--- src/rtl/spmi_pkg.sv ---
// Shared definitions for the SPMI sniffer front end: word width, FSM states
// and default idle timeout.
package spmi_pkg;

  localparam int SPMI_WORD_W     = 16;
  localparam int BITCNT_W        = $clog2(SPMI_WORD_W) + 1;
  localparam int DEF_IDLE_CYCLES = 64;

  typedef enum logic [1:0] {
    IDLE   = 2'd0,
    SSC_HI = 2'd1,
    SHIFT  = 2'd2
  } state_e;

endpackage

--- src/rtl/sync_edge.sv ---
// Multi-flop synchroniser for one asynchronous pin, with single-cycle rise and
// fall strobes taken from the synchronised level and one extra history flop.
module sync_edge #(
  parameter int SYNC_STAGES = 2
) (
  input  logic clk,
  input  logic rst_n,
  input  logic din,
  output logic level,
  output logic rise,
  output logic fall
);

  logic [SYNC_STAGES-1:0] sync_q, sync_d;
  logic                   prev_q, prev_d;

  always_comb begin
    sync_d = {sync_q[SYNC_STAGES-2:0], din};
    prev_d = sync_q[SYNC_STAGES-1];
  end

  // NOTE: sequential state uses non-blocking assignments so every flop samples
  // the pre-edge value of its neighbour; blocking here would collapse the chain.
  always_ff @(posedge clk or negedge rst_n) begin
    if (!rst_n) begin
      sync_q <= '0;
      prev_q <= 1'b0;
    end else begin
      sync_q <= sync_d;
      prev_q <= prev_d;
    end
  end

  assign level = sync_q[SYNC_STAGES-1];
  assign rise  = level & ~prev_q;
  assign fall  = ~level & prev_q;

endmodule

--- src/rtl/spmi_capture.sv ---
// SPMI capture stage: synchronises SCLK/SDATA, detects the Sequence Start
// Condition and packs bus bits MSB-first into words on a valid/fetched handshake.
module spmi_capture
  import spmi_pkg::*;
#(
  parameter int SYNC_STAGES = 2,
  parameter int IDLE_CYCLES = DEF_IDLE_CYCLES
) (
  input  logic                   clk,
  input  logic                   rst_n,
  input  logic                   spmiclkin,
  input  logic                   spmidatin,
  output logic [SPMI_WORD_W-1:0] packet,
  output logic                   valid,
  input  logic                   fetched,
  output logic                   ssc_det,
  output logic                   overflow
);

  localparam int                IDLE_W   = $clog2(IDLE_CYCLES + 1);
  localparam logic [IDLE_W-1:0] IDLE_MAX = IDLE_W'(IDLE_CYCLES);
  localparam logic [BITCNT_W-1:0] LAST_BIT = BITCNT_W'(SPMI_WORD_W - 1);

  logic sck_lvl, sck_rise, sck_fall;
  logic sd_lvl, sd_rise, sd_fall;

  sync_edge #(.SYNC_STAGES(SYNC_STAGES)) u_sync_sck (
    .clk   (clk),
    .rst_n (rst_n),
    .din   (spmiclkin),
    .level (sck_lvl),
    .rise  (sck_rise),
    .fall  (sck_fall)
  );

  sync_edge #(.SYNC_STAGES(SYNC_STAGES)) u_sync_sd (
    .clk   (clk),
    .rst_n (rst_n),
    .din   (spmidatin),
    .level (sd_lvl),
    .rise  (sd_rise),
    .fall  (sd_fall)
  );

  state_e                 state_q, state_d;
  logic [BITCNT_W-1:0]    bitcnt_q, bitcnt_d;
  logic [SPMI_WORD_W-1:0] shreg_q, shreg_d;
  logic [IDLE_W-1:0]      idle_cnt_q, idle_cnt_d;
  logic [SPMI_WORD_W-1:0] packet_q, packet_d;
  logic                   valid_q, valid_d;
  logic                   ssc_det_q, ssc_det_d;
  logic                   overflow_q, overflow_d;

  logic                   timeout;
  logic                   emit;
  logic [SPMI_WORD_W-1:0] emit_word;

  // NOTE: every variable assigned in this block gets a default first, so no
  // path leaves one unassigned and no latch is inferred.
  always_comb begin
    state_d    = state_q;
    bitcnt_d   = bitcnt_q;
    shreg_d    = shreg_q;
    idle_cnt_d = idle_cnt_q;
    packet_d   = packet_q;
    valid_d    = valid_q;
    ssc_det_d  = ssc_det_q;
    overflow_d = overflow_q;
    emit       = 1'b0;
    emit_word  = '0;
    timeout    = (idle_cnt_q == IDLE_MAX);

    if (state_q == IDLE || sck_rise || sck_fall) begin
      idle_cnt_d = '0;
    end else if (!timeout) begin
      idle_cnt_d = idle_cnt_q + 1'b1;
    end

    unique case (state_q)
      IDLE: begin
        if (sd_rise && !sck_lvl) state_d = SSC_HI;
      end
      SSC_HI: begin
        if (timeout || sck_rise) begin
          state_d = IDLE;
        end else if (sd_fall && !sck_lvl) begin
          state_d   = SHIFT;
          ssc_det_d = 1'b1;
          bitcnt_d  = '0;
          shreg_d   = '0;
        end
      end
      SHIFT: begin
        if (timeout) begin
          // A partial word is flushed left-justified so its first bit stays at the MSB.
          if (bitcnt_q != '0) begin
            emit      = 1'b1;
            emit_word = shreg_q << (SPMI_WORD_W - int'(bitcnt_q));
          end
          bitcnt_d  = '0;
          ssc_det_d = 1'b0;
          state_d   = IDLE;
        end else if (sck_fall) begin
          shreg_d = {shreg_q[SPMI_WORD_W-2:0], sd_lvl};
          if (bitcnt_q == LAST_BIT) begin
            emit      = 1'b1;
            emit_word = shreg_d;
            bitcnt_d  = '0;
          end else begin
            bitcnt_d = bitcnt_q + 1'b1;
          end
        end
      end
      default: state_d = IDLE;
    endcase

    // A fetch in the emit cycle frees the slot, so the new word replaces the old.
    if (emit) begin
      if (!valid_q || fetched) begin
        packet_d = emit_word;
        valid_d  = 1'b1;
      end else begin
        overflow_d = 1'b1;
      end
    end else if (fetched) begin
      valid_d = 1'b0;
    end
  end

  always_ff @(posedge clk or negedge rst_n) begin
    if (!rst_n) begin
      state_q    <= IDLE;
      bitcnt_q   <= '0;
      shreg_q    <= '0;
      idle_cnt_q <= '0;
      packet_q   <= '0;
      valid_q    <= 1'b0;
      ssc_det_q  <= 1'b0;
      overflow_q <= 1'b0;
    end else begin
      state_q    <= state_d;
      bitcnt_q   <= bitcnt_d;
      shreg_q    <= shreg_d;
      idle_cnt_q <= idle_cnt_d;
      packet_q   <= packet_d;
      valid_q    <= valid_d;
      ssc_det_q  <= ssc_det_d;
      overflow_q <= overflow_d;
    end
  end

  assign packet   = packet_q;
  assign valid    = valid_q;
  assign ssc_det  = ssc_det_q;
  assign overflow = overflow_q;

endmodule

--- config.mk ---
export PLATFORM = sky130hd
export DESIGN_NAME = spmi_capture
export DESIGN_NICKNAME = d
export VERILOG_FILES = /design/src/rtl/spmi_pkg.sv /design/src/rtl/sync_edge.sv /design/src/rtl/spmi_capture.sv
export SDC_FILE = /design/constraint.sdc
export NUM_CORES = 1
export LEC_CHECK = 0
export ABC_AREA = 0
export BUFFER_PORTS_ARGS = -buffer_cell sky130_fd_sc_hd__buf_4
export CORE_MARGIN = 10
export CORE_UTILIZATION = 62
export CTS_BUF_LIST = sky130_fd_sc_hd__clkbuf_2 sky130_fd_sc_hd__clkbuf_4 sky130_fd_sc_hd__clkbuf_8
export DETAILED_ROUTE_END_ITERATION = 16
export PLACE_DENSITY = 0.82
export SLEW_MARGIN = 5
export SYNTH_ARGS = -nofsm -noshare
export SYNTH_HDL_FRONTEND = slang
export SYNTH_SLANG_ARGS = --single-unit
--- constraint.sdc ---
create_clock -name clk -period 3.6 [get_ports clk]
set_input_delay 0.72 -clock clk [delete_from_list [all_inputs] [get_ports clk]]
set_output_delay 0.72 -clock clk [all_outputs]
set_load 0.01 [all_outputs]
==> qor.yml, run 1 <==
sta:
  worst_pin_slew_ps: 1120
  min_period_ps: 3130
  finalSetupViolations: 0
  rsz0062_at_grt: "false"
  maxSlewViolCount: 0
  clock.fmax_ghz: 0.319
  tns_ps: 0
  finClkSkew_ps: 9.86
  finalCritPeriodShare: 0.870
  hold_violations: 0
  relSlewSlack: 0.253
detailed_routing:
  top_layer: "met4"
  drt-initial-drc-count: 323
  met3_length_um: 529
  wl_met2_mm: 3.30
  drcViolationCount: 0
  routed-via-count: 2644
  drtPass1Iterations: 5
  ant_nets: 0
  drt-met1-wl_mm: 3.41
  viasPerCell: 6.56
  drt-total-wl_mm: 7.36
  post_drt_wl_per_cell_um: 18.3
final_layout:
  areaGrowthSynthToFinish_pct: 9.50
  antenna_cells: 0
  utilization: 0.700
  final_nets: 342
  drive_gt1_frac: 0.204
synth:
  synth_edf_count: 0
  ys_ff_latch: 55
  syn_nets: 325
  synth_async_sr_flop_share: 1.00
  syn_area_um2: 3270
  seq_area_frac_synth: 0.421
  synth_warnings: 0
  syn_avg_cell_area_um2: 10.4
  synthCells: 315
  yosysUniqueCellTypes: 63
  ys.flop_type: "dfrtp_1"
worst_hold_path:
  worstHoldStart: "u_sync_sd.sync_q[0]$_DFF_PN0_"
  hp-class: "reg2reg"
global_routing:
  grt_max_degree: 56
  first_global_vias: 2425
  grt_pass1_wl_mm: 12.2
  overflow: 0
  gr-usage-all-layers: 0.172
  antenna_found_initial: 0
critical_path:
  required_ps: 3850
  setup.worst_path.start: "bitcnt_q[1]$_DFFE_PN0P_"
  crit_arrival_ps: 3380
  worstSetupStartpointType: "flop"
  slowest_stage: "a211oi_2"
  crit_chain: "inv_1 > ha_1 > nor3b_1 > ha_1 > or4b_4 > a211oi_2 > nor3b_2 > a21oi_1 > a31oi_1"
  cpMostUsedCell: "ha_1"
  critical_path_class: "reg2reg"
  worstReg2RegStart: "bitcnt_q[1]$_DFFE_PN0P_"
  crit_fanout: 11
  endpoint_kind: "flop"
  cpPeakStageDelay_ps: 620
flow_run:
  maxCapViolCount: 0
floorplan:
  rows: 26
  initial_utilization: 0.640
  die_area_um2: 8570
  die_w_um: 92.6
  die_h_um: 92.6
  coreArea_um2: 5110
  ioPinCount: 24
clocking:
  path_clk_slew_ps: 100
  cts_tree: "yes"
  cts_buffers: 5
  clock_latency_ps: 330
  cts.sink_count: 55
  cts_resized: 0
  cts_root_buf: "clkbuf_8"
  cts_setup_buffers: 0
  htree_levels: 2
  postCtsHoldBufs: 0
  ctsLongestPathBuffers: 2
power:
  vdd_drop_max_uv: 259
  p_leak_nw: 1.53
  powerDensity_nw_per_um2: 453
placed_design:
  dpl.hpwl_mm: 5.20
  finalWeightedCongestion: 0.887
  portBuffers: 23
outcome:
  status: "completed"
## cell usage after synthesis (6+ instances only)
cell,n,area share
dfrtp_1,55,0.42
nor2_1,40,0.046
nand2_1,22,0.025
a22o_1,19,0.051
a21oi_1,13,0.020
mux2i_1,11,0.034
buf_2,10,0.015
o21ai_0,10,0.015
nand3_1,8,0.012
a221oi_1,7,0.019
mux2_2,7,0.024
a32oi_1,6,0.016
inv_1,6,0.0069
## final timing paths
path | end | slack, ps | depth (start not counted)
min reg2reg | u_sync_sd.sync_q[1]$_DFF_PN0_ | 360 | 0
min | u_sync_sd.sync_q[1]$_DFF_PN0_ | 360 | 0
max | packet[10]$_DFFE_PN0P_ | 470 | 9
max in group asynchronous | bitcnt_q[0]$_DFFE_PN0P_ | 2730 | 1
max reg2reg | packet[10]$_DFFE_PN0P_ | 470 | 9
min in group asynchronous | idle_cnt_q[6]$_DFFE_PN0P_ | 420 | 1
## flip-flops by register name, summed over array words and instances (netlist names)
| name | flops |
|---|---|
| bitcnt_q | 5 |
| u_sync_sd.prev_q | 1 |
| state_q | 2 |
| overflow | 1 |
| u_sync_sck.prev_q | 1 |
| packet | 16 |
| u_sync_sd.sync_q | 2 |
| shreg_q | 16 |
| u_sync_sck.sync_q | 2 |
| ssc_det | 1 |
| valid | 1 |
| idle_cnt_q | 7 |
## critical path: cells and delay by family (launching register included)
family | cells | cell delay [ps]
adder cells (fa/ha/maj) | 2 | 540
flip-flops | 1 | 570
AO/OA/AOI/OAI | 3 | 830
buffers and inverters | 1 | 110
AND/OR/NAND/NOR | 3 | 1020
## routing by layer
layer / track usage / up-vias
met5: 0 / -
met1: 0.233 / 1311
met4: 0.0656 / 0
met2: 0.257 / 102
met3: 0.0428 / 12
li1: - / 1219
## power breakdown
group / total, mW / switching (mW) / internal (mW)
Sequential: 0.713 / 0.0593 / 0.653
Clock: 0.426 / 0.215 / 0.211
Combinational: 0.483 / 0.301 / 0.182
Total: 1.62 / 0.576 / 1.05
## layout by cell type, fill, tap and decap left out, types with 4 or more instances in the layout
cell type,synthesis,layout
buf_4,5,27
mux4_2,5,5
dfrtp_1,55,55
nand2b_1,5,5
nand3_1,8,8
inv_1,6,6
mux2i_1,11,11
nor2_1,40,40
ha_1,5,5
o21ai_0,10,10
o21ai_1,5,5
nand2_1,22,22
a32oi_1,6,6
a31oi_1,4,4
a21oi_1,13,13
nor3_1,5,5
nor3b_1,4,4
a221oi_1,7,7
and3_1,4,4
clkbuf_8,0,5
mux2_2,7,7
a22o_1,19,19
## logic make-up after synthesis
family,share of synthesized area
simple gates,0.184
compound gates,0.215
flops,0.421
buf+inv,0.0375
mux,0.0958
xor+xnor,0.0268
fa+ha+maj,0.0191
## area by class of cell
type                    count  area (um2)
clock buffers               5        68.8
clock inverters             3        47.5
fillers                   392        1530
inverters                   7        26.3
multi-input cells         236        1770
flip-flops and latches     55        1380
well taps                  70        87.6
repair buffers             27         203
## stage by stage
step	instances	cell area, um2	power (mW)	hold slack (ps)	setup slack (ps)
final	403	3580	1.62	356	469
after global routing	403	3580	1.70	359	292
after CTS	403	3580	1.62	356	490
after detailed placement	395	3460	1.19	339	530
after global placement	395	3460	1.18	341	622
after floorplan	315	3270	1.09	331	951
Note: power is estimated with default switching activity, not from simulation.
==> run 2, diff against run 1 <==
--- a/config.mk
+++ b/config.mk
@@ -7,10 +7,12 @@
 export LEC_CHECK = 0
 export ABC_AREA = 0
 export BUFFER_PORTS_ARGS = -buffer_cell sky130_fd_sc_hd__buf_4
+export CORE_ASPECT_RATIO = 0.75
 export CORE_MARGIN = 10
 export CORE_UTILIZATION = 62
 export CTS_BUF_LIST = sky130_fd_sc_hd__clkbuf_2 sky130_fd_sc_hd__clkbuf_4 sky130_fd_sc_hd__clkbuf_8
 export DETAILED_ROUTE_END_ITERATION = 16
+export GPL_TIMING_DRIVEN = 0
 export PLACE_DENSITY = 0.82
 export SLEW_MARGIN = 5
 export SYNTH_ARGS = -nofsm -noshare
==> run 2 against run 1 <==
Compared with the run above: design area grew 1.6%; register-to-register slack improved by 80 ps; sequential power hardly changed; clock skew up 0.55 ps; wire length up 13%; hold slack better by 6.4 ps; largest power group unchanged; final cell count is 3.7% higher; global-route usage up 2.0 points; non-clock buffer count up 13; flip-flop and latch count unchanged; via count rose by 3.1%; maximum frequency up 2.6%.
==> qor.yml, run 2 (synthesis gave the netlist of run 1 again) <==
floorplan:
  initial_utilization: 0.656  # +0.0161
  rows: 22  # -15%
  ioPinCount: 24  # unchanged
  die_h_um: 82.9  # -11%
  die_w_um: 104  # +12%
  coreArea_um2: 4980  # -2.4%
  die_area_um2: 8600  # +0.35%
sta:
  finalSetupViolations: 0  # unchanged
  finalCritPeriodShare: 0.848  # -0.0218
  min_period_ps: 3050  # -78.5 ps
  worst_pin_slew_ps: 665  # -450 ps
  hold_violations: 0  # unchanged
  relSlewSlack: 0.557  # +0.303
  clock.fmax_ghz: 0.328  # +2.6%
  holdWs_ps: 363  # +6.36 ps
  maxSlewViolCount: 0  # unchanged
  rsz0062_at_grt: "false"
  fin_ws_ps: 547  # +78.5 ps
  tns_ps: 0  # unchanged
  finClkSkew_ps: 10.4  # +0.549 ps
final_layout:
  layout_commonest_cell: "dfrtp_1"
  antenna_cells: 0  # unchanged
  areaGrowthSynthToFinish_pct: 11.2
  finish.instance_area_um2: 3630  # +1.6%
  final_nets: 355  # +3.8%
  layout_common_cells: "dfrtp_1, nor2_1, buf_4"
  drive_gt1_frac: 0.231  # +0.0270
detailed_routing:
  drt-total-wl_mm: 8.31  # +13%
  drcViolationCount: 0  # unchanged
  viasPerCell: 6.52  # -0.63%
  ant_nets: 0  # unchanged
  drtPass1Iterations: 5  # unchanged
  drt-initial-drc-count: 374  # +16%
  post_drt_wl_per_cell_um: 19.9  # +8.8%
  routed-via-count: 2725  # +3.1%
worst_hold_path:
  whs_path_depth: 0  # unchanged
  hold_end: "u_sync_sck.sync_q[1]$_DFF_PN0_"
  hp-class: "reg2reg"
  worstHoldStart: "u_sync_sck.sync_q[0]$_DFF_PN0_"
power:
  p_leak_nw: 1.58  # +3.3%
  powerDensity_nw_per_um2: 440  # -3.0%
  total_power_mw: 1.60  # -1.5%
  vdd_drop_max_uv: 354  # +37%
critical_path:
  endpoint_kind: "flop"
  slowest_stage: "or4b_4"
  r2r_cells: 10  # +1
  required_ps: 3850  # about the same
  reg2reg_to: "packet[11]$_DFFE_PN0P_"
  critPathBufInv: 3  # +2
  worstSetupStartpointType: "flop"
  cpPeakStageDelay_ps: 570  # -50 ps
  worstReg2RegStart: "bitcnt_q[0]$_DFFE_PN0P_"
  rrSetupSlack_ps: 550  # +80 ps
  critical_path_class: "reg2reg"
  crit_chain: "buf_4 > clkinv_1 > ha_1 > nor3b_1 > ha_1 > or4b_4 > a211oi_2 > buf_4 > a32oi_1 > a31oi_2"
  crit_fanout: 10  # -1
  critPathTopFamily: "simple AND/OR/NAND/NOR gates"
  crit_arrival_ps: 3300  # -80 ps
flow_run:
  maxCapViolCount: 0  # unchanged
placed_design:
  dpl-instance-area_um2: 3530  # +2.0%
  finalWeightedCongestion: 1.02  # +15%
  dp_slack_ps: 604  # +73.6 ps
  dpl.hpwl_mm: 6.16  # +19%
  portBuffers: 23  # unchanged
global_routing:
  first_global_vias: 2502  # +3.2%
  antenna_found_initial: 0  # unchanged
  grt_max_degree: 56  # unchanged
  gr-usage-all-layers: 0.191  # +0.0195
  grt_pass1_wl_mm: 13.8  # +13%
  overflow: 0  # unchanged
clocking:
  ctsLongestPathBuffers: 2  # unchanged
  cts_buffers: 5  # unchanged
  postCtsHoldBufs: 0  # unchanged
  cts_tree: "yes"
  cts_setup_buffers: 0  # unchanged
  cts_resized: 0  # unchanged
  htree_levels: 2  # unchanged
  clock_latency_ps: 320  # about the same
  path_clk_slew_ps: 100  # about the same
  cts.sink_count: 55  # unchanged
  cts_root_buf: "clkbuf_8"
outcome:
  status: "completed"
## run 2: through the flow
stage,utilization,cells
2_1_floorplan,-,315
3_3_place_gp,0.708,410
3_5_place_dp,0.708,410
4_1_cts,0.729,418
5_1_grt,0.729,418
6_report,0.729,418
## run 2: worst reg2reg max path: stages, from the launching register on
cell and delay, ps:
dfrtp_1 360, buf_4 200, clkinv_1 220, ha_1 370, nor3b_1 190, ha_1 210
or4b_4 570, a211oi_2 270, buf_4 230, a32oi_1 170, a31oi_2 190
## run 2: report_power, final
part | internal, mW | switching (mW) | total [mW]
logic | 0.193 | 0.319 | 0.511
clock network | 0.175 | 0.202 | 0.377
registers | 0.653 | 0.0570 | 0.710
total | 1.02 | 0.577 | 1.60
## run 2: routing by layer
metal	GRT usage	part of all wire	vias to the layer above
li1	-	-	1245
met1	0.292	0.50	1336
met2	0.256	0.41	132
met3	0.0517	0.087	12
met4	0.0463	0.0085	0
met5	0	0	-
## run 2: layout make-up
class | count | area (um2)
inverter | 7 | 26.3
sequential | 55 | 1380
fill | 350 | 1350
tap | 72 | 90.1
clock buffer | 7 | 96.3
clock inverter | 1 | 7.51
timing repair buffer | 23 | 173
buffer | 17 | 96.3
multi-input combinational | 236 | 1770
## run 2: how the worst max path moves through the flow
stage | to | cells past startpoint | start
2_1_floorplan | packet[11]$_DFFE_PN0P_ | 10 | bitcnt_q[0]$_DFFE_PN0P_
3_3_place_gp | packet[11]$_DFFE_PN0P_ | 10 | bitcnt_q[0]$_DFFE_PN0P_
3_5_place_dp | packet[11]$_DFFE_PN0P_ | 10 | bitcnt_q[0]$_DFFE_PN0P_
4_1_cts | packet[11]$_DFFE_PN0P_ | 10 | bitcnt_q[0]$_DFFE_PN0P_
5_1_grt | packet[11]$_DFFE_PN0P_ | 10 | bitcnt_q[0]$_DFFE_PN0P_
6_report | packet[11]$_DFFE_PN0P_ | 10 | bitcnt_q[0]$_DFFE_PN0P_
